**src/rtl/ddc_agc_ctrl_pkg.sv**
```systemverilog
// Shared types and constants for the DDC AGC gain controller.
package ddc_agc_ctrl_pkg;

  typedef enum logic [1:0] {
    ST_IDLE    = 2'd0,
    ST_MEASURE = 2'd1,
    ST_DECIDE  = 2'd2,
    ST_SETTLE  = 2'd3
  } agc_state_e;

  localparam logic [16:0] GAIN_UNITY = 17'h10000;
  localparam logic [16:0] GAIN_MAX   = 17'h1FFFF;
  localparam logic [16:0] GAIN_HALF  = 17'h08000;

  localparam logic [14:0] SAMP_POS_FS = 15'h3FFF;
  localparam logic [14:0] SAMP_NEG_FS = 15'h4000;

  // |x| of a 15-bit signed sample; -16384 maps to 16384 without overflow.
  function automatic logic [15:0] abs15(input logic [14:0] x);
    logic [15:0] xe;
    xe = {x[14], x};
    return x[14] ? 16'(~xe + 16'd1) : xe;
  endfunction

endpackage

```
**src/rtl/ddc_agc_ctrl_meas.sv**
```systemverilog
// Window measurement: accumulates |I|+|Q| over 2^WIN_LOG2 samples and counts full-scale hits.
module ddc_agc_ctrl_meas
  import ddc_agc_ctrl_pkg::*;
#(
  parameter int WIN_LOG2 = 8
) (
  input  logic        clk_i,
  input  logic        rst_i,
  input  logic        start_i,
  input  logic        abort_i,
  input  logic [14:0] samp_i_i,
  input  logic [14:0] samp_q_i,
  output logic        done_o,
  output logic [15:0] mean_o,
  output logic        sat_o
);

  localparam int ACC_W = 16 + WIN_LOG2;
  localparam int SAT_W = WIN_LOG2 + 1;

  logic [ACC_W-1:0]    acc_q;
  logic [WIN_LOG2-1:0] cnt_q;
  logic [SAT_W-1:0]    sat_cnt_q;
  logic                run_q;
  logic                done_q;
  logic [15:0]         mag;
  logic                is_sat;

  assign mag    = abs15(samp_i_i) + abs15(samp_q_i);
  assign is_sat = (samp_i_i == SAMP_POS_FS) || (samp_i_i == SAMP_NEG_FS) ||
                  (samp_q_i == SAMP_POS_FS) || (samp_q_i == SAMP_NEG_FS);

  always_ff @(posedge clk_i) begin
    if (rst_i || abort_i) begin
      acc_q     <= '0;
      cnt_q     <= '0;
      sat_cnt_q <= '0;
      run_q     <= 1'b0;
      done_q    <= 1'b0;
    end else if (start_i) begin
      acc_q     <= '0;
      cnt_q     <= '0;
      sat_cnt_q <= '0;
      run_q     <= 1'b1;
      done_q    <= 1'b0;
    end else begin
      done_q <= 1'b0;
      if (run_q) begin
        acc_q <= acc_q + ACC_W'(mag);
        cnt_q <= cnt_q + WIN_LOG2'(1);
        if (is_sat) sat_cnt_q <= sat_cnt_q + SAT_W'(1);
        // Last sample of the window: freeze the sum so DECIDE sees a stable mean.
        if (&cnt_q) begin
          run_q  <= 1'b0;
          done_q <= 1'b1;
        end
      end
    end
  end

  assign done_o = done_q;
  assign mean_o = acc_q[ACC_W-1:WIN_LOG2];
  assign sat_o  = |sat_cnt_q;

endmodule

```
**src/rtl/ddc_agc_ctrl.sv**
```systemverilog
// Closed-loop AGC controller: measures window mean, steps fine/coarse gain, tracks lock.
module ddc_agc_ctrl
  import ddc_agc_ctrl_pkg::*;
#(
  parameter int          WIN_LOG2     = 8,
  parameter int          SETTLE_CYC   = 6,
  parameter int          STEP_SHIFT   = 5,
  parameter int          ATTACK_SHIFT = 2,
  parameter int          LOCK_WINS    = 4,
  parameter logic [16:0] GAIN_MIN     = 17'h00100
) (
  input  logic        ddc_agc_clk,
  input  logic        ddc_agc_rst,
  input  logic        agc_en,
  input  logic        agc_manual,
  input  logic [16:0] agc_manual_value,
  input  logic [1:0]  agc_manual_6db_sel,
  input  logic [15:0] cfg_target,
  input  logic [15:0] cfg_hyst,
  input  logic [14:0] ddc_agc_data_i,
  input  logic [14:0] ddc_agc_data_q,
  output logic [16:0] ddc_agc_value,
  output logic [1:0]  ddc_agc_6db_sel,
  output logic        agc_update,
  output logic        agc_locked,
  output logic        agc_at_limit
);

  localparam int SET_W = $clog2(SETTLE_CYC + 1);
  localparam int LCK_W = $clog2(LOCK_WINS + 1);

  agc_state_e  state_q, state_d;
  logic [SET_W-1:0] settle_q, settle_d;
  logic [LCK_W-1:0] inb_q, inb_d;
  logic [16:0] value_q, value_d;
  logic [1:0]  sel_q, sel_d;
  logic        update_q, update_d, locked_q, locked_d, limit_q, limit_d;

  logic        meas_start, meas_abort, meas_done, meas_sat;
  logic [15:0] meas_mean;
  logic [16:0] hi_thr, lo_sum, n_val;
  logic [17:0] g_ext, g_new;
  logic [1:0]  n_sel;
  logic        in_band, clamp, changed;

  ddc_agc_ctrl_meas #(.WIN_LOG2(WIN_LOG2)) u_meas (
    .clk_i    (ddc_agc_clk),
    .rst_i    (ddc_agc_rst),
    .start_i  (meas_start),
    .abort_i  (meas_abort),
    .samp_i_i (ddc_agc_data_i),
    .samp_q_i (ddc_agc_data_q),
    .done_o   (meas_done),
    .mean_o   (meas_mean),
    .sat_o    (meas_sat)
  );

  // Gain step decision followed by coarse/fine renormalization.
  always_comb begin
    g_ext   = {1'b0, value_q};
    hi_thr  = {1'b0, cfg_target} + {1'b0, cfg_hyst};
    lo_sum  = {1'b0, meas_mean} + {1'b0, cfg_hyst};
    in_band = 1'b0;
    if (meas_sat)                         g_new = g_ext - (g_ext >> ATTACK_SHIFT);
    else if ({1'b0, meas_mean} > hi_thr)  g_new = g_ext - (g_ext >> STEP_SHIFT);
    else if (lo_sum < {1'b0, cfg_target}) g_new = g_ext + (g_ext >> STEP_SHIFT);
    else begin
      g_new   = g_ext;
      in_band = 1'b1;
    end

    n_val = g_new[16:0];
    n_sel = sel_q;
    clamp = 1'b0;
    if (g_new > {1'b0, GAIN_MAX}) begin
      if (sel_q != 2'd3) begin
        n_sel = sel_q + 2'd1;
        n_val = g_new[17:1];
      end else begin
        n_val = GAIN_MAX;
        clamp = 1'b1;
      end
    end else if (g_new < {1'b0, GAIN_HALF} && sel_q != 2'd0) begin
      n_sel = sel_q - 2'd1;
      n_val = {g_new[15:0], 1'b0};
    end else if (g_new < {1'b0, GAIN_MIN} && sel_q == 2'd0) begin
      n_val = GAIN_MIN;
      clamp = 1'b1;
    end
    changed = (n_val != value_q) || (n_sel != sel_q);
  end

  always_comb begin
    state_d  = state_q;
    settle_d = settle_q;
    inb_d    = inb_q;
    value_d  = value_q;
    sel_d    = sel_q;
    update_d = 1'b0;
    locked_d = locked_q;
    limit_d  = limit_q;

    case (state_q)
      ST_IDLE:    if (agc_en && !agc_manual) state_d = ST_MEASURE;
      ST_MEASURE: if (meas_done) state_d = ST_DECIDE;
      ST_DECIDE: begin
        value_d  = n_val;
        sel_d    = n_sel;
        limit_d  = clamp;
        update_d = changed;
        if (changed) begin
          inb_d    = '0;
          locked_d = 1'b0;
          settle_d = SET_W'(SETTLE_CYC - 1);
          state_d  = ST_SETTLE;
        end else begin
          state_d = ST_MEASURE;
          if (in_band) begin
            if (inb_q != LCK_W'(LOCK_WINS)) inb_d = inb_q + LCK_W'(1);
            if (inb_d == LCK_W'(LOCK_WINS)) locked_d = 1'b1;
          end
        end
      end
      ST_SETTLE: begin
        if (settle_q == '0) state_d = ST_MEASURE;
        else                settle_d = settle_q - SET_W'(1);
      end
      default: state_d = ST_IDLE;
    endcase

    // Disable or override wins over any in-flight decision; gains hold.
    if (!agc_en || agc_manual) begin
      state_d  = ST_IDLE;
      inb_d    = '0;
      locked_d = 1'b0;
      value_d  = value_q;
      sel_d    = sel_q;
      limit_d  = limit_q;
      update_d = 1'b0;
    end
    if (agc_manual) begin
      value_d  = agc_manual_value;
      sel_d    = agc_manual_6db_sel;
      update_d = (agc_manual_value != value_q) || (agc_manual_6db_sel != sel_q);
    end
  end

  assign meas_start = (state_d == ST_MEASURE) && (state_q != ST_MEASURE);
  assign meas_abort = (state_d == ST_IDLE);

  always_ff @(posedge ddc_agc_clk) begin
    if (ddc_agc_rst) begin
      state_q  <= ST_IDLE;
      settle_q <= '0;
      inb_q    <= '0;
      value_q  <= GAIN_UNITY;
      sel_q    <= 2'd0;
      update_q <= 1'b0;
      locked_q <= 1'b0;
      limit_q  <= 1'b0;
    end else begin
      state_q  <= state_d;
      settle_q <= settle_d;
      inb_q    <= inb_d;
      value_q  <= value_d;
      sel_q    <= sel_d;
      update_q <= update_d;
      locked_q <= locked_d;
      limit_q  <= limit_d;
    end
  end

  assign ddc_agc_value   = value_q;
  assign ddc_agc_6db_sel = sel_q;
  assign agc_update      = update_q;
  assign agc_locked      = locked_q;
  assign agc_at_limit    = limit_q;

endmodule

```
**config.mk**
```make
export PLATFORM = sky130hd
export DESIGN_NAME = ddc_agc_ctrl
export DESIGN_NICKNAME = d
export VERILOG_FILES = /design/src/rtl/ddc_agc_ctrl_pkg.sv /design/src/rtl/ddc_agc_ctrl_meas.sv /design/src/rtl/ddc_agc_ctrl.sv
export SDC_FILE = /design/constraint.sdc
export NUM_CORES = 1
export LEC_CHECK = 0
export ABC_CLOCK_PERIOD_IN_PS = 9450
export CAP_MARGIN = 20
export CORE_UTILIZATION = 50
export DETAILED_ROUTE_END_ITERATION = 16
export GPL_TIMING_DRIVEN = 0
export PLACE_DENSITY = 0.74
export SETUP_SLACK_MARGIN = 0.3
export SLEW_MARGIN = 20
export SYNTH_ARGS = -nofsm -noshare
export SYNTH_HDL_FRONTEND = slang
export SYNTH_HIERARCHICAL = 1
export SYNTH_SLANG_ARGS = --single-unit
```
**constraint.sdc**
```tcl
create_clock -name ddc_agc_clk -period 9.45 [get_ports ddc_agc_clk]
set_input_delay 1.89 -clock ddc_agc_clk [delete_from_list [all_inputs] [get_ports ddc_agc_clk]]
set_output_delay 1.89 -clock ddc_agc_clk [all_outputs]
set_load 0.02 [all_outputs]
```
==> results of run 1 <==
synth_stat cells, drive strengths merged, types with 14 or more instances:
cell,instances,share of area (%)
ha,148,16
a21oi,137,6.0
nor2,127,4.2
nand2,95,3.2
inv,93,3.0
o21ai,84,3.9
xnor2,79,6.1
dfxtp,73,13
xor2,51,3.9
clkbuf,45,1.5
nand3,43,1.9
nor3,40,1.8
buf,30,1.8
nand4,29,1.6
o21bai,26,1.7
a211oi,24,1.8
a21o,23,1.5
o211ai,23,1.5
mux2i,21,1.8
nand2b,21,1.1
nor4,21,1.3
o21a,19,1.2
and3,17,0.93
nor2b,15,0.82
a31oi,14,0.76
o31ai,14,0.92
flip-flops by register name (all words and copies together), names as in the netlist:
| signal | cells |
|---|---|
| u_meas/cnt_q | 8 |
| ddc_agc_6db_sel | 2 |
| u_meas/run_q | 1 |
| state_q | 2 |
| u_meas/acc_q | 24 |
| settle_q | 3 |
| agc_update | 1 |
| u_meas/sat_cnt_q | 9 |
| agc_locked | 1 |
| agc_at_limit | 1 |
| ddc_agc_value | 17 |
| u_meas/done_o | 1 |
| inb_q | 3 |
repair_timing:
action	in CTS	in global routing
gates cloned	1	0
pin swaps	35	48
endpoints found under the setup margin	52	44
resized for setup	69	73
setup buffers	36	24
critical path: cells and delay by family:
kind	cells	cell delay, ns
mux	1	0.17
buf+inv	3	0.54
compound gates	21	3.63
xor+xnor	1	0.16
fa+ha+maj	2	0.52
simple gates	8	2.39
cell type report:
class                      instances  area (um2)
multi-input combinational       1280        9710
tap                              285         357
fill                            2042        8460
timing repair buffer             167        1530
inverter                          93         349
sequential                        73        1460
clock buffer                      12         246
clock inverter                     4        27.5
buffer                            75         428
cell families after synthesis:
group	count (synthesis)	share of synthesized area (%)
AOI/OAI and AO/OA	494	29.7
adders and majority gates	155	17.4
DFF	73	12.7
and+or+nand+nor	474	21.5
xor gates and xnor gates	130	9.99
buffers and inverters	168	6.31
muxes	27	2.42
where the power goes:
group	leakage, nW	switching, mW	total [mW]	internal (mW)
Clock	0.137	0.141	0.327	0.186
Combinational	5.10	0.407	0.720	0.313
Sequential	0.592	0.0154	0.328	0.313
stage by stage:
step                      power (mW)  hold slack (ns)  utilization, %
final                           1.38            0.454            62.5
after global routing            1.45            0.476            62.5
after CTS                       1.33            0.447            60.9
after detailed placement       0.983            0.416            57.2
after global placement         0.971            0.428            57.2
after floorplan                0.799            0.400               -
final timing paths:
kind,from,endpoint,slack (ns)
worst max-delay path,cfg_target[2],u_meas/acc_q[15],0.33
worst min-delay path,u_meas/done_o,state_q[0],0.45
worst max register to register,u_meas/acc_q[9],u_meas/acc_q[15],1.58
worst min register to register,u_meas/done_o,state_q[0],0.45
cells in the final DEF (no fill, tap or decap), types with 14 or more instances in the layout:
master,n
buf_4,78
o211ai_1,23
o21bai_1,26
xnor2_1,78
o31ai_1,14
a211oi_1,19
inv_1,92
nor2b_1,15
a21o_1,23
dfxtp_1,73
nand4_1,29
nor4_1,15
clkdlybuf4s50_1,98
nor2_1,125
nand3_1,41
a21oi_1,120
o21ai_0,71
nand2_1,94
a21oi_2,15
ha_1,141
o21a_1,18
nor3_1,37
nand2b_1,21
mux2i_1,19
clkbuf_1,36
and3_1,17
xor2_1,51
layer usage:
layer	part of all wire, %	up-vias	routed length (um)
li1	-	6045	-
met1	44	5919	16700
met2	43	626	16500
met3	9.4	136	3600
met4	3.5	0	1340
met5	0	-	0
==> impl_metrics.env, run 1 <==
export IMPL_grt_max_degree=14
export IMPL_chipHeight_um=153
export IMPL_crit_fanout=5
export IMPL_syn_area_per_cell_um2=7.54
export IMPL_drt_total_wl_um=38100
export IMPL_stdcell_count=1989
export IMPL_grt_pass1_wl_um=60300
export IMPL_fin_nets=1939
export IMPL_gr_usage_met3_pct=6.12
export IMPL_ys_ff_latch=73
export IMPL_num_vias=12700
export IMPL_area_growth_pct=23.0
export IMPL_dp_hpwl_um=28800
export IMPL_track_usage_pct=31.4
export IMPL_placed_area_um2=12900
export IMPL_cts_sinks=73
export IMPL_cpPeakStageDelay_ns=0.61
export IMPL_timing_fmax_mhz=110
export IMPL_critical_path_class="in2reg"
export IMPL_end_kind="register"
export IMPL_worstSkewPairLatency_ns=0.34
export IMPL_synth_distinct_cells=101
export IMPL_overflow=0
export IMPL_leakage_nw=5.82
export IMPL_peakVddDrop_mv=0.0768
export IMPL_r2r_cells=36
export IMPL_synth_area_um2=11500
export IMPL_drtIter0Drc=1266
export IMPL_synth_nets=1761
export IMPL_worstPathRequired_ns=9.68
export IMPL_die_x_um=153
export IMPL_ios=107
export IMPL_antenna_found_initial=0
export IMPL_tightestPinTransition_ns=1.17
export IMPL_use_met1_pct=42.4
export IMPL_ant_nets=0
export IMPL_syn_inst=1521
export IMPL_numCtsBuffers=9
export IMPL_powerDensity_nw_per_um2=97.5
export IMPL_clk_pin_slew_worst_paths_ns=0.06
export IMPL_io_buffers=106
export IMPL_drive_above_1_share_pct=13.2
export IMPL_final_area_um2=14100
export IMPL_synth_ff_type="dfxtp_1"
export IMPL_timing_final_crit_share_pct=96.5
export IMPL_dpl_cell_count=1912
export IMPL_maxCapViolations=0
export IMPL_hp_class="reg2reg"
export IMPL_num_rows=55
export IMPL_initial_utilization_pct=50.8
export IMPL_fin_tns_setup_ns=0
export IMPL_cts_buffer_depth=2
export IMPL_drv_slew=0
export IMPL_root_buffer="clkbuf_16"
export IMPL_drtPass1Iterations=8
export IMPL_min_period_ns=9.12
export IMPL_finalHoldViolCount=0
export IMPL_worst_ep_arrival_time_ns=9.36
export IMPL_hold_depth=1
export IMPL_grt_use_met2_pct=49.2
export IMPL_critPathLaunchType="input port"
export IMPL_rsz0062_at_grt="yes"
export IMPL_pre_cts_ws_ns=-1.88
export IMPL_die_area_um2=23500
export IMPL_ys_async_sr_fraction_pct=0
export IMPL_outcome="complete, no violations"
export IMPL_skew_ns=0.00843
export IMPL_grt_busiest_layer="met2"
export IMPL_ys_warn_count=6
export IMPL_avgRoutedWirePerCell_um=19.2
export IMPL_slowest_stage="or4_4"
export IMPL_place_gp_congestion=1.03
export IMPL_synth_seq_area_share_pct=12.7
export IMPL_finalWorstSetupSlack_ns=0.327
export IMPL_htreeDepth=3
export IMPL_drc=0
export IMPL_core_area_um2=22600
export IMPL_n_antenna_cell=0
export IMPL_hold_buffers=0
export IMPL_setup_viol=0
export IMPL_cts_tree="built"
export IMPL_slew_headroom_pct=21.8
export IMPL_viasPerCell=6.40
export IMPL_grt_pass1_vias=12100
export IMPL_synth_edf_count=0
Note: power is estimated with default switching activity, not from simulation.
==> inputs of run 2 (changes only) <==
--- a/config.mk
+++ b/config.mk
@@ -7,11 +7,11 @@
 export LEC_CHECK = 0
 export ABC_CLOCK_PERIOD_IN_PS = 9450
 export CAP_MARGIN = 20
-export CORE_UTILIZATION = 50
+export CORE_UTILIZATION = 30
 export DETAILED_ROUTE_END_ITERATION = 16
 export GPL_TIMING_DRIVEN = 0
-export PLACE_DENSITY = 0.74
 export SETUP_SLACK_MARGIN = 0.3
+export SKIP_LAST_GASP = 1
 export SLEW_MARGIN = 20
 export SYNTH_ARGS = -nofsm -noshare
 export SYNTH_HDL_FRONTEND = slang
==> run 2 against run 1 <==
Worst hold slack improved by 0.0098 ns. Clock power increased by 7.3%. Routed wire length increased by 6.1%. Critical path depth increased by 1. Non-clock buffer count unchanged. Global-route usage decreased by 11 points. Die area increased by 66%. Critical endpoint unchanged. First-iteration DRC count decreased by 27%. Clock skew increased by 0.0054 ns.
==> impl_metrics.env, run 2 (synthesized netlist as in run 1, its figures left out) <==
export IMPL_cts_buffer_depth=2
export IMPL_largest_reg_flops=24
export IMPL_pre_cts_ws_ns=-1.93
export IMPL_num_vias=12300
export IMPL_slew_headroom_pct=30.9
export IMPL_r2r_start="u_meas/acc_q[9]"
export IMPL_crit_fanout=7
export IMPL_ant_nets=0
export IMPL_avgRoutedWirePerCell_um=18.3
export IMPL_postLayoutCoreUtil_pct=38.4
export IMPL_stdcell_count=2215
export IMPL_critical_path_class="in2reg"
export IMPL_drtIter0Drc=924
export IMPL_min_to="state_q[0]"
export IMPL_setup_viol=0
export IMPL_grt_pass1_vias=11900
export IMPL_timing_fmax_mhz=110
export IMPL_overflow=0
export IMPL_dpl_cell_count=2138
export IMPL_end_kind="register"
export IMPL_hp_class="reg2reg"
export IMPL_clk_pin_slew_worst_paths_ns=0.07
export IMPL_skew_ns=0.0138
export IMPL_maxCapViolations=0
export IMPL_timing_final_crit_share_pct=96.1
export IMPL_core_area_um2=37700
export IMPL_grt_pass1_wl_um=63700
export IMPL_drv_slew=0
export IMPL_viasPerCell=5.57
export IMPL_worstReg2RegEnd="u_meas/acc_q[15]"
export IMPL_worstSkewPairLatency_ns=0.34
export IMPL_finalWorstSetupSlack_ns=0.369
export IMPL_drc=0
export IMPL_drtPass1Iterations=7
export IMPL_worst_ep_arrival_time_ns=9.32
export IMPL_critPathLaunchType="input port"
export IMPL_area_growth_pct=26.1
export IMPL_tightestPinTransition_ns=1.01
export IMPL_regMostFlops="u_meas/acc_q"
export IMPL_n_antenna_cell=0
export IMPL_min_period_ns=9.08
export IMPL_rsz0062_at_grt="yes"
export IMPL_place_gp_congestion=0.940
export IMPL_slowest_stage="or4_4"
export IMPL_drive_above_1_share_pct=13.6
export IMPL_dp_hpwl_um=31900
export IMPL_final_common_cell="ha_1"
export IMPL_worstPathRequired_ns=9.69
export IMPL_die_area_um2=39000
export IMPL_io_buffers=106
export IMPL_grt_max_degree=14
export IMPL_leakage_nw=5.88
export IMPL_chipHeight_um=198
export IMPL_num_rows=71
export IMPL_hold_depth=1
export IMPL_fin_nets=1939
export IMPL_r2r_setup_slack_ns=1.61
export IMPL_fin_tns_setup_ns=0
export IMPL_peakVddDrop_mv=0.0786
export IMPL_die_x_um=198
export IMPL_path_common_cell="a21oi_2"
export IMPL_r2r_cells=35
export IMPL_drt_total_wl_um=40400
export IMPL_hold_slack_ns=0.464
export IMPL_cpPeakStageDelay_ns=0.60
export IMPL_htreeDepth=3
export IMPL_hp_start="u_meas/done_o"
export IMPL_track_usage_pct=20.5
export IMPL_outcome="complete, no violations"
export IMPL_numCtsBuffers=9
export IMPL_antenna_found_initial=0
export IMPL_powerDensity_nw_per_um2=97.4
export IMPL_ios=107
export IMPL_initial_utilization_pct=30.4
export IMPL_cts_tree="built"
export IMPL_final_cell_mix="ha_1, nor2_1, a21oi_1"
export IMPL_root_buffer="clkbuf_16"
export IMPL_finalHoldViolCount=0
export IMPL_cts_sinks=73
[run 2: cell types whose count changed in the layout (fill, tap and decap cells not counted), moves of 4 or more]
cell	change
buf_2	+4
buf_4	-4
nand2_1	-5
nand2_2	+4
[run 2: metal layers]
metal  vias up  wire (um)  track usage [%]
met2       449      19100             35.1
met4         0       1340             7.21
met1      5771      17700             26.6
met3        87       2320             2.05
li1       6035          -                -
met5         -          0                0
[run 2: cell type report]
cell class	instances	area, um2
fill	3926	23200
multi-input combinational	1280	9730
timing repair buffer	167	1550
sequential	73	1460
tap	511	639
buffer	75	434
inverter	93	349
clock buffer	10	229
clock inverter	6	67.6
[run 2: where the power goes]
part / switching, mW / internal, mW
clock: 0.146 / 0.206
combinational: 0.412 / 0.316
sequential: 0.0153 / 0.313
[run 2: stage by stage]
step	cell area, um2	power (mW)
after CTS	14100	1.38
after floorplan	11500	0.799
after global routing	14500	1.50
final	14500	1.41
after detailed placement	13200	1.00
after global placement	13200	0.992
[run 2: what timing repair did]
item                                    CTS  global route
gates resized for setup                 103            45
pin swaps                                38            40
buffers inserted                         33            27
gates cloned                              0             1
endpoints found under the setup margin   52            46
hold buffers                              0             0
[run 2: worst max-delay path: cells and delay by family]
family                     cells  cell delay (ns)
xor gates and xnor gates       1             0.09
AOI/OAI and AO/OA             22             3.92
muxes                          1             0.17
buffers and inverters          3             0.37
and+or+nand+nor                8             2.45
adders and majority gates      2             0.40
[run 2: worst max-delay path by stage]
stage	startpoint	end	cells after the start
after floorplan	cfg_target[1]	u_meas/acc_q[15]	36
after global placement	cfg_hyst[1]	u_meas/done_o	38
after detailed placement	cfg_hyst[1]	u_meas/done_o	35
after CTS	cfg_target[1]	u_meas/acc_q[15]	37
after global routing	cfg_target[1]	u_meas/acc_q[15]	39
final	cfg_target[1]	u_meas/acc_q[15]	37
==> inputs of run 3 (changes only) <==
--- a/config.mk
+++ b/config.mk
@@ -7,9 +7,12 @@
 export LEC_CHECK = 0
 export ABC_CLOCK_PERIOD_IN_PS = 9450
 export CAP_MARGIN = 20
-export CORE_UTILIZATION = 30
+export CELL_PAD_IN_SITES_DETAIL_PLACEMENT = 0
+export CELL_PAD_IN_SITES_GLOBAL_PLACEMENT = 2
+export CORE_UTILIZATION = 32
 export DETAILED_ROUTE_END_ITERATION = 16
 export GPL_TIMING_DRIVEN = 0
+export PLACE_DENSITY_LB_ADDON = 0.1
 export SETUP_SLACK_MARGIN = 0.3
 export SKIP_LAST_GASP = 1
 export SLEW_MARGIN = 20
==> run 3 against run 2 <==
Final area fell by 0.35%. Sequential power barely moved. Maximum frequency rose by 1.5%. Routed wire length rose by 6.4%. Worst hold slack got worse by 0.0025 ns. Flip-flop and latch count did not move. Combinational power rose by 2%. Power fell by 0.85%. Non-clock buffer count fell by 3. Sequential share of layout area barely moved. Critical path type unchanged. Critical endpoint unchanged. Highest routed layer unchanged.
==> impl_metrics.env, run 3 (synthesized netlist as in run 1, its figures left out) <==
export IMPL_outcome="complete, no violations"
export IMPL_track_usage_pct=23.5
export IMPL_drtPass1Iterations=6
export IMPL_chipHeight_um=191
export IMPL_ios=107
export IMPL_ant_nets=0
export IMPL_cpPeakStageDelay_ns=0.57
export IMPL_core_area_um2=34900
export IMPL_tightestPinTransition_ns=1.10
export IMPL_grt_pass1_vias=11800
export IMPL_end_kind="register"
export IMPL_worstReg2RegEnd="u_meas/acc_q[15]"
export IMPL_io_buffers=106
export IMPL_crit_fanout=6
export IMPL_r2r_cells=37
export IMPL_maxCapViolations=0
export IMPL_cp_top_family="compound AO/OA/AOI/OAI gates"
export IMPL_cts_tree="built"
export IMPL_grt_max_degree=14
export IMPL_dp_hpwl_um=33900
export IMPL_initial_utilization_pct=32.9
export IMPL_critical_path_class="in2reg"
export IMPL_largest_reg_flops=24
export IMPL_cts_buffer_depth=2
export IMPL_peakVddDrop_mv=0.0896
export IMPL_worst_ep_arrival_time_ns=9.18
export IMPL_n_antenna_cell=0
export IMPL_setup_viol=0
export IMPL_r2r_start="u_meas/acc_q[9]"
export IMPL_final_common_cell="ha_1"
export IMPL_hold_buffers=0
export IMPL_critPathBufInv=4
export IMPL_min_period_ns=8.95
export IMPL_fin_nets=1936
export IMPL_cp_depth=39
export IMPL_numCtsBuffers=9
export IMPL_hp_class="reg2reg"
export IMPL_drtIter0Drc=746
export IMPL_placed_area_um2=13100
export IMPL_overflow=0
export IMPL_drt_total_wl_um=43000
export IMPL_r2r_setup_slack_ns=1.77
export IMPL_timing_fmax_mhz=112
export IMPL_area_growth_pct=25.6
export IMPL_timing_final_crit_share_pct=94.7
export IMPL_drv_slew=0
export IMPL_fin_tns_setup_ns=0
export IMPL_skew_ns=0.0132
export IMPL_drc=0
export IMPL_place_gp_congestion=0.916
export IMPL_final_area_um2=14400
export IMPL_antenna_found_initial=0
export IMPL_num_vias=12200
export IMPL_worstPathRequired_ns=9.68
export IMPL_slowest_stage="or4_4"
export IMPL_worstSetupStartpoint="cfg_hyst[1]"
export IMPL_critPathCapture="u_meas/acc_q[15]"
export IMPL_finalHoldViolCount=0
export IMPL_worstSkewPairLatency_ns=0.35
export IMPL_path_common_cell="a21oi_2"
export IMPL_root_buffer="clkbuf_16"
export IMPL_critPathLaunchType="input port"
export IMPL_final_cell_mix="ha_1, nor2_1, a21oi_1"
export IMPL_die_x_um=191
export IMPL_postLayoutCoreUtil_pct=41.3
export IMPL_avgRoutedWirePerCell_um=20.0
export IMPL_drive_above_1_share_pct=13.5
export IMPL_regMostFlops="u_meas/acc_q"
export IMPL_leakage_nw=5.89
export IMPL_powerDensity_nw_per_um2=96.9
export IMPL_viasPerCell=5.66
export IMPL_clk_pin_slew_worst_paths_ns=0.07
export IMPL_die_area_um2=36600
export IMPL_grt_pass1_wl_um=66600
export IMPL_htreeDepth=3
export IMPL_rsz0062_at_grt="yes"
export IMPL_slew_headroom_pct=26.7
export IMPL_num_rows=68
export IMPL_cts_sinks=73
-- run 3: cell count changes in the layout (fill, tap and decap cells not counted), sizes merged --
cell / previous run / this run
inv: 94 / 93
clkinvlp: 2 / 0
clkdlybuf4s15: 3 / 0
clkdlybuf4s50: 95 / 96
dlymetal6s2s: 0 / 3
clkbuf: 52 / 55
bufinv: 1 / 0
clkinv: 2 / 4
buf: 99 / 94
dlygate4sd2: 3 / 2
-- run 3: worst min path at each step --
| stage | from | end | slack, ns | depth (start not counted) |
|---|---|---|---|---|
| 3_5_place_dp | u_meas/done_o | state_q[0] | 0.43 | 1 |
| 2_1_floorplan | u_meas/done_o | state_q[0] | 0.40 | 1 |
| 4_1_cts | u_meas/done_o | state_q[0] | 0.45 | 1 |
| 6_report | u_meas/done_o | state_q[0] | 0.46 | 1 |
| 5_1_grt | u_meas/done_o | state_q[0] | 0.47 | 1 |
| 3_3_place_gp | u_meas/done_o | state_q[0] | 0.43 | 1 |
-- run 3: timing repair --
item,in CTS,in global routing
pin swaps,39,48
resized for setup,79,76
setup buffers,40,17
setup endpoints to repair,52,45
-- run 3: area by class of cell --
cell class                      instances  area (um2)
Buffer                                 75         444
Clock buffer                           11         243
Clock inverter                          4        20.0
Fill cell                            3679       20500
Inverter                               93         349
Multi-Input combinational cell       1280        9820
Sequential cell                        73        1460
Tap cell                              455         569
Timing Repair Buffer                  164        1500
-- run 3: report_power, final --
part           internal [mW]  switching, mW  leakage [nW]
registers              0.313         0.0164         0.592
logic                  0.318          0.422          5.16
clock network          0.182          0.145         0.135
-- run 3: stage by stage --
stage	hold slack, ns	setup slack (ns)	std cells	power, mW
floorplan	0.400	0.309	1521	0.799
global placement	0.435	-2.15	2082	1.01
detailed placement	0.433	-2.06	2083	1.01
CTS	0.451	0.312	2138	1.38
global route	0.468	0.0324	2155	1.49
finish	0.462	0.505	2155	1.40
-- run 3: layer usage --
layer | wire (um) | vias to the layer above | track usage [%] | part of all wire (%)
met5 | 0 | - | 0 | 0
met4 | 815 | 0 | 6.29 | 1.9
met3 | 2470 | 50 | 3.05 | 5.7
met2 | 17800 | 338 | 34.7 | 41
met1 | 21900 | 5768 | 35.2 | 51
li1 | - | 6035 | - | -
